[src/rtl/nano_spi_pkg.sv]
// Shared definitions for the Nano SPI link: command layout, field widths,
// frame lengths, controller state encoding and the frame builder.
package nano_spi_pkg;

  // Command byte bit positions
  localparam int CMD_WR    = 7;
  localparam int CMD_SPACE = 6;

  // Field widths
  localparam int CMD_W     = 8;
  localparam int ADDR_W    = 16;
  localparam int ADDR_IN_W = 12;
  localparam int RAM_DW    = 16;
  localparam int ROM_DW    = 8;

  // Frame lengths in bits
  localparam int N_RAM = CMD_W + ADDR_W + RAM_DW;
  localparam int N_ROM = CMD_W + ADDR_W + ROM_DW;

  // Bit counter width, big enough for N_RAM-1
  localparam int BITCNT_W = 6;

  typedef enum logic [2:0] {
    IDLE  = 3'd0,
    SETUP = 3'd1,
    SHIFT = 3'd2,
    HOLD  = 3'd3,
    GAP   = 3'd4
  } state_e;

  // Builds the outgoing frame left-aligned in N_RAM bits, so the first bit on
  // the wire is always the MSB. ROM frames are padded with zeros at the bottom
  // and read frames carry zeros in the data field.
  function automatic logic [N_RAM-1:0] build_frame(
    input logic                 rnw,
    input logic                 space,
    input logic [ADDR_IN_W-1:0] addr,
    input logic [RAM_DW-1:0]    wdata
  );
    logic [CMD_W-1:0]  cmd;
    logic [ADDR_W-1:0] a;
    logic [RAM_DW-1:0] d;
    cmd            = '0;
    cmd[CMD_WR]    = ~rnw;
    cmd[CMD_SPACE] = space;
    a              = {4'h0, addr};
    d              = rnw ? '0 : wdata;
    if (space) return {cmd, a, d};
    return {cmd, a, d[ROM_DW-1:0], {ROM_DW{1'b0}}};
  endfunction

endpackage

[src/rtl/spi_halfbit_timer.sv]
// Half-period timer: counts 0..H-1, wraps, and flags the last cycle with tick.
// A synchronous clear restarts the count whenever the controller changes state.
module spi_halfbit_timer #(
  parameter int H = 4
) (
  input  logic clk_i,
  input  logic rst_i,
  input  logic clr_i,
  output logic tick_o
);

  localparam int            CW   = (H > 1) ? $clog2(H) : 1;
  localparam logic [CW-1:0] LAST = CW'(H - 1);

  logic [CW-1:0] cnt_q;

  assign tick_o = (cnt_q == LAST);

  // Half-period counter with wrap and synchronous clear
  // NOTE: clocked state uses non-blocking assignments so every flop samples pre-edge values.
  always_ff @(posedge clk_i or posedge rst_i) begin
    if (rst_i) begin
      cnt_q <= '0;
    end else if (clr_i || tick_o) begin
      cnt_q <= '0;
    end else begin
      cnt_q <= cnt_q + CW'(1);
    end
  end

endmodule

[src/rtl/master_spi4nano.sv]
// SPI master (mode 0, MSB first) that turns one-cycle requests into complete
// CS-framed transfers to the Nano code ROM / data RAM slave.
module master_spi4nano
  import nano_spi_pkg::*;
#(
  parameter int CLK_DIV = 8
) (
  input  logic        CLK,
  input  logic        RST,
  input  logic        start,
  input  logic        rnw,
  input  logic        space,
  input  logic [11:0] addr,
  input  logic [15:0] wdata,
  output logic        busy,
  output logic        done,
  output logic [15:0] rdata,
  output logic        SPI_CS,
  output logic        SPI_SCK,
  output logic        SPI_MOSI,
  input  logic        SPI_MISO
);

  localparam int                  H        = CLK_DIV / 2;
  localparam logic [BITCNT_W-1:0] LAST_RAM = BITCNT_W'(N_RAM - 1);
  localparam logic [BITCNT_W-1:0] LAST_ROM = BITCNT_W'(N_ROM - 1);

  state_e              state_q, state_d;
  logic                tick, timer_clr;
  logic                accept, sck_rise, sck_fall, last_low;
  logic                rnw_q, space_q;
  logic [BITCNT_W-1:0] bit_cnt_q;
  logic [N_RAM-1:0]    shift_q;
  logic [RAM_DW-1:0]   rx_q, rdata_q;
  logic                cs_q, cs_d, sck_q, sck_d, busy_q, busy_d, done_q, done_d;

  spi_halfbit_timer #(.H(H)) u_timer (
    .clk_i  (CLK),
    .rst_i  (RST),
    .clr_i  (timer_clr),
    .tick_o (tick)
  );

  // Timer idles at zero and restarts on every state change
  assign timer_clr = (state_q == IDLE) || (state_d != state_q);

  // A request in the done cycle is refused; it is taken on the next IDLE cycle
  assign accept   = (state_q == IDLE) && start && !done_q;
  // Rising SCK: end of SETUP, or end of a low half that still has bits to send
  assign sck_rise = tick && ((state_q == SETUP) ||
                             ((state_q == SHIFT) && !sck_q && (bit_cnt_q != '0)));
  assign sck_fall = tick && (state_q == SHIFT) && sck_q;
  assign last_low = tick && (state_q == SHIFT) && !sck_q && (bit_cnt_q == '0);

  // State and registered-output flops
  always_ff @(posedge CLK or posedge RST) begin
    if (RST) begin
      state_q <= IDLE;
      cs_q    <= 1'b1;
      sck_q   <= 1'b0;
      busy_q  <= 1'b0;
      done_q  <= 1'b0;
    end else begin
      state_q <= state_d;
      cs_q    <= cs_d;
      sck_q   <= sck_d;
      busy_q  <= busy_d;
      done_q  <= done_d;
    end
  end

  // Next-state logic
  // NOTE: every combinational output gets a default first so no latch is inferred.
  always_comb begin
    state_d = state_q;
    unique case (state_q)
      IDLE:    if (accept)   state_d = SETUP;
      SETUP:   if (tick)     state_d = SHIFT;
      SHIFT:   if (last_low) state_d = HOLD;
      HOLD:    if (tick)     state_d = GAP;
      GAP:     if (tick)     state_d = IDLE;
      default:               state_d = IDLE;
    endcase
  end

  // Next values of the registered outputs, derived from the upcoming state
  always_comb begin
    cs_d   = !((state_d == SETUP) || (state_d == SHIFT) || (state_d == HOLD));
    busy_d = (state_d != IDLE);
    done_d = (state_q == GAP) && (state_d == IDLE);
    sck_d  = sck_q;
    if (sck_rise) begin
      sck_d = 1'b1;
    end else if (sck_fall || (state_d != SHIFT)) begin
      sck_d = 1'b0;
    end
  end

  // Datapath: request latch, shift register, bit counter, MISO capture, rdata
  // NOTE: datapath registers are reset too, so MOSI and rdata read zero after reset.
  always_ff @(posedge CLK or posedge RST) begin
    if (RST) begin
      rnw_q     <= 1'b0;
      space_q   <= 1'b0;
      shift_q   <= '0;
      bit_cnt_q <= '0;
      rx_q      <= '0;
      rdata_q   <= '0;
    end else if (accept) begin
      rnw_q     <= rnw;
      space_q   <= space;
      shift_q   <= build_frame(rnw, space, addr, wdata);
      bit_cnt_q <= space ? LAST_RAM : LAST_ROM;
    end else begin
      // MOSI advances together with the falling SCK; zeros fill in behind
      if (sck_fall) shift_q <= {shift_q[N_RAM-2:0], 1'b0};
      // MISO is taken on each rising SCK; the last RAM_DW bits are the data field
      if (sck_rise) begin
        rx_q <= {rx_q[RAM_DW-2:0], SPI_MISO};
        if (state_q == SHIFT) bit_cnt_q <= bit_cnt_q - BITCNT_W'(1);
      end
      if (done_d && rnw_q) begin
        rdata_q <= space_q ? rx_q : {{(RAM_DW-ROM_DW){1'b0}}, rx_q[ROM_DW-1:0]};
      end
    end
  end

  assign SPI_CS   = cs_q;
  assign SPI_SCK  = sck_q;
  assign SPI_MOSI = shift_q[N_RAM-1];
  assign busy     = busy_q;
  assign done     = done_q;
  assign rdata    = rdata_q;

endmodule
[config.mk]
export PLATFORM = sky130hd
export DESIGN_NAME = master_spi4nano
export DESIGN_NICKNAME = d
export VERILOG_FILES = /design/src/rtl/nano_spi_pkg.sv /design/src/rtl/spi_halfbit_timer.sv /design/src/rtl/master_spi4nano.sv
export SDC_FILE = /design/constraint.sdc
export NUM_CORES = 1
export LEC_CHECK = 0
export ABC_AREA = 0
export BUFFER_PORTS_ARGS = -buffer_cell sky130_fd_sc_hd__buf_4
export CORE_MARGIN = 2
export CORE_UTILIZATION = 48
export DETAILED_ROUTE_END_ITERATION = 10
export PLACE_DENSITY = 0.71
export SETUP_SLACK_MARGIN = 0.1
export SLEW_MARGIN = 10
export SYNTH_ARGS = -nofsm -noshare
export SYNTH_HDL_FRONTEND = slang
export SYNTH_SLANG_ARGS = --single-unit
export TNS_END_PERCENT = 100
[constraint.sdc]
create_clock -name CLK -period 2.72 [get_ports CLK]
set_input_delay 0.408 -clock CLK [delete_from_list [all_inputs] [get_ports CLK]]
set_output_delay 0.408 -clock CLK [all_outputs]
set_load 0.03 [all_outputs]
==> results list <==
- Outcome: finished, final reports clean
- The net count of the finished layout is 464.
- 55 I/O pins were placed.
- Among all flip-flop cells after synthesis, the most frequent one is dfrtp_1.
* Root buffer cell: clkbuf_8
- Slew at the pin with the worst max-slew slack: 0.7130 ns
- Cell type with the largest total area after synthesis: dfrtp_1
- H-Tree Depth: 3
- The die is roughly 95 um wide.
- After routing the design area is 0.004652 mm^2.
- The analysis attributes to cell leakage a power of 2.238 nW.
- In the routed design, unresolved DRC markers number 0.
* Violation count after the first detailed-routing iteration: 124
- Fin Clk Skew: 0.01004 ns
* PostCTS Resize Cnt: 0
- Total setup buffers inserted after CTS: 0
- STA puts the critical path data arrival time at around 2.6 ns.
- Counting the fill cells in the layout gives 712.
- Cell area after synthesis: between 0.003 and 0.004 mm^2
- In this run the tightest slew margin relative to its limit is 52.37%.
- Hold/Removal Path Class: input port to async pin
- STA classifies the critical path startpoint as a register.
- For the final routed database, the setup TNS stands at 0 ns.
* Synth warnings: 0
- Pin count of the biggest net entering global routing: 58
- Antenna cells: 0
- Clock Sink Count: 89
- Total congestion overflow: 0
* Worst-case hold slack: 0.1603 ns
- Count of endpoints failing hold in the final timing report: 0
* Synthesized instance count: 378
- The pre-antenna-repair detailed-routing pass consisted of 4 iterations.
- In the post-synthesis netlist, the cell with the most instances is nand2_1.
* Detailed-placement wirelength estimate: 5.121 mm
- CP Class: register to register
- Across all register-to-register paths, the minimum setup slack is between 0.3 and 0.4 ns.
* Clock latency of the later-clocked register in the worst-skew pair: around 0.36 ns
* # Max-Cap Violations: 0
- Measured along the y axis, the die boundary spans 94.54 um.
* Remaining antenna violation count: 0
* Number of failing setup endpoints in the final timing report: 0
- Via-per-instance ratio: approximately 5.3
* Max FO, Critical Path: 17
* Input/output buffers: 54
- At the worst endpoint, the required time is 2.96 ns.
- The congestion estimate from routability-driven global placement came to 0.8572.
* Pins Over Slew Limit: 0
- The number of cells on the worst reg-to-reg path is 7.
- Total power divided by cell area: 514.3 mW/mm^2
* Number of antenna violations at the first check in global routing: 0
- The worst register-to-register path ends at rx_q[14]$_DFFE_PP0P_.
* Ranking of synthesized cells by instance count: nand2_1 (94), dfrtp_1 (88), nor2_1 (31)
- In this run, distinct cell masters in the synthesized netlist total 43.
- Dominant cells by area after synthesis: dfrtp_1 (56%), nand2_1 (9.0%), mux2_2 (4.6%)
* Setup repair after global routing missed its margin: no
- Ratio of cells with drive above 1 in the final layout: 25.99%
* Max clock buf depth: 2
* Global-route wire length before repair: 12.93 mm
- The initial utilization of the core area, before any placement, comes to between 40% and 50%.
- Register bit total from synthesis: 89
* Via total after detailed routing: 2826
* Worst IR Drop VDD: 0.0003005 V
- Num rows: 33
- Post-synth EDFFs: 0
* TritonCTS clock tree: yes
* Via count of the first global-routing pass: approximately 2800
* Routed length per instance: ~14 um
- Timing would allow up to 0.4180 GHz.
* Minimum period implied by the final worst setup slack: 2.392 ns
- Cell area reported after detailed placement: ~0.0044 mm^2
- Total Routed Length: 7.636 mm
* Critical Path Sink Type: register
- Worst R2R Start: bit_cnt_q[0]$_DFFE_PP0P_
- Total Die Area: 0.008938 mm^2
- The core region is 0.008093 mm^2.
- Each instance of the synthesized netlist takes up on average 10.41 um^2.
* Growth of design area from synthesis to finish: 18.22%
* Synthesized net count: 415
- Tot GR Track Use: a little under a fifth
- Clock-pin slew was measured on the worst setup and hold paths at 0.09 ns.
* Clock buffer count from CTS: 9
- Hold buffer count at cts: 0
* Proportion of netlist area held by the largest area contributor: 55.96%
* Sequential cell area fraction in the yosys report: 56.63%
* Tcrit/Tclk final: 87.95%
- In the synthesized netlist the async set-or-reset flop fraction comes to 100.0%.
==> layer usage <==
layer | wire [um] | track usage, % | part of all wire (%) | vias to the layer above
met2 | 3524 | 28.81 | 46 | 60
met1 | 3636 | 25.82 | 48 | 1369
met5 | 0 | 0 | 0 | -
met4 | 171 | 8.213 | 2.2 | 0
li1 | - | - | - | 1382
met3 | 304 | 3.192 | 4.0 | 15
==> state kept, by name, summed over array words and instances (netlist names) <==
register	cells
space_q	1
rdata	16
state_q	3
SPI_CS	1
u_timer.cnt_q	2
rx_q	16
rnw_q	1
busy	1
shift_q	40
bit_cnt_q	6
done	1
SPI_SCK	1
==> worst max-delay path: stages, from the launching register on <==
cell and delay, ns:
dfrtp_1 0.43, inv_1 0.10, ha_1 0.17, or3b_4 0.41, o311a_4 0.36, a31oi_4 0.14, buf_4 0.29, mux2_2 0.37
==> cell usage in the layout, fill, tap and decap left out, types with 3 or more instances in the layout <==
cell type  Yosys  final
clkinv_2       0      3
ha_1           3      3
a2bb2oi_1      7      7
nor3_1         3      3
nor2_1        31     31
a31oi_1       20     20
nand2_1       94     94
clkbuf_8       0      9
mux2_2        16     16
mux2_4         9      9
inv_1          6      5
dfrtp_1       88     88
buf_4          0     62
mux2i_1       10     10
o21ai_0       18     18
a21oi_1       13     13
==> stage by stage <==
| stage | instances | util [%] | power, W | worst slack (ns) |
|---|---|---|---|---|
| final | 536 | 57.48 | 0.002393 | 0.3277 |
| after global routing | 536 | 57.48 | 0.002478 | 0.2187 |
| after CTS | 536 | 57.48 | 0.002410 | 0.3385 |
| after detailed placement | 521 | 54.92 | 0.001456 | 0.3505 |
| after global placement | 521 | 54.92 | 0.001455 | 0.4356 |
| after floorplan | 378 | - | 0.001400 | 0.4851 |
==> power breakdown <==
group / switching [W] / total (W) / internal [W]
clock: 0.000457 / 0.000966 / 0.000509
sequential: 0.00000469 / 0.00133 / 0.00133
combinational: 0.0000473 / 0.0000950 / 0.0000477
total: 0.000509 / 0.00239 / 0.00188
==> cells by family after synthesis <==
| group | count (synthesis) | share of synthesized area, % |
|---|---|---|
| buffers and inverters | 31 | 3.529 |
| AND/OR/NAND/NOR | 147 | 15.71 |
| multiplexers | 35 | 10.56 |
| AO/OA/AOI/OAI | 69 | 11.73 |
| flip-flops | 89 | 56.63 |
| XOR/XNOR | 4 | 0.8905 |
| adder cells (fa/ha/maj) | 3 | 0.9540 |
==> area by class of cell <==
| class | instances | area (um^2) | share of cell area, % |
|---|---|---|---|
| clock buffers | 9 | 123.9 | 2.663 |
| clock inverters | 6 | 83.83 | 1.802 |
| inverters | 6 | 26.28 | 0.5648 |
| multi-input cells | 258 | 1573 | 33.81 |
| flip-flops and latches | 89 | 2228 | 47.90 |
| well taps | 105 | 131.4 | 2.824 |
| repair buffers | 63 | 485.5 | 10.44 |
==> worst max-delay path by stage <==
stage | from | endpoint | slack, ns
global route | bit_cnt_q[1]$_DFFE_PP0P_ | rx_q[14]$_DFFE_PP0P_ | 0.22
detailed placement | bit_cnt_q[0]$_DFFE_PP0P_ | rx_q[14]$_DFFE_PP0P_ | 0.35
CTS | bit_cnt_q[0]$_DFFE_PP0P_ | rx_q[14]$_DFFE_PP0P_ | 0.34
finish | bit_cnt_q[0]$_DFFE_PP0P_ | rx_q[14]$_DFFE_PP0P_ | 0.33
floorplan | bit_cnt_q[0]$_DFFE_PP0P_ | rx_q[0]$_DFFE_PP0P_ | 0.49
global placement | bit_cnt_q[0]$_DFFE_PP0P_ | rx_q[11]$_DFFE_PP0P_ | 0.44
Note: power is estimated with default switching activity, not from simulation.
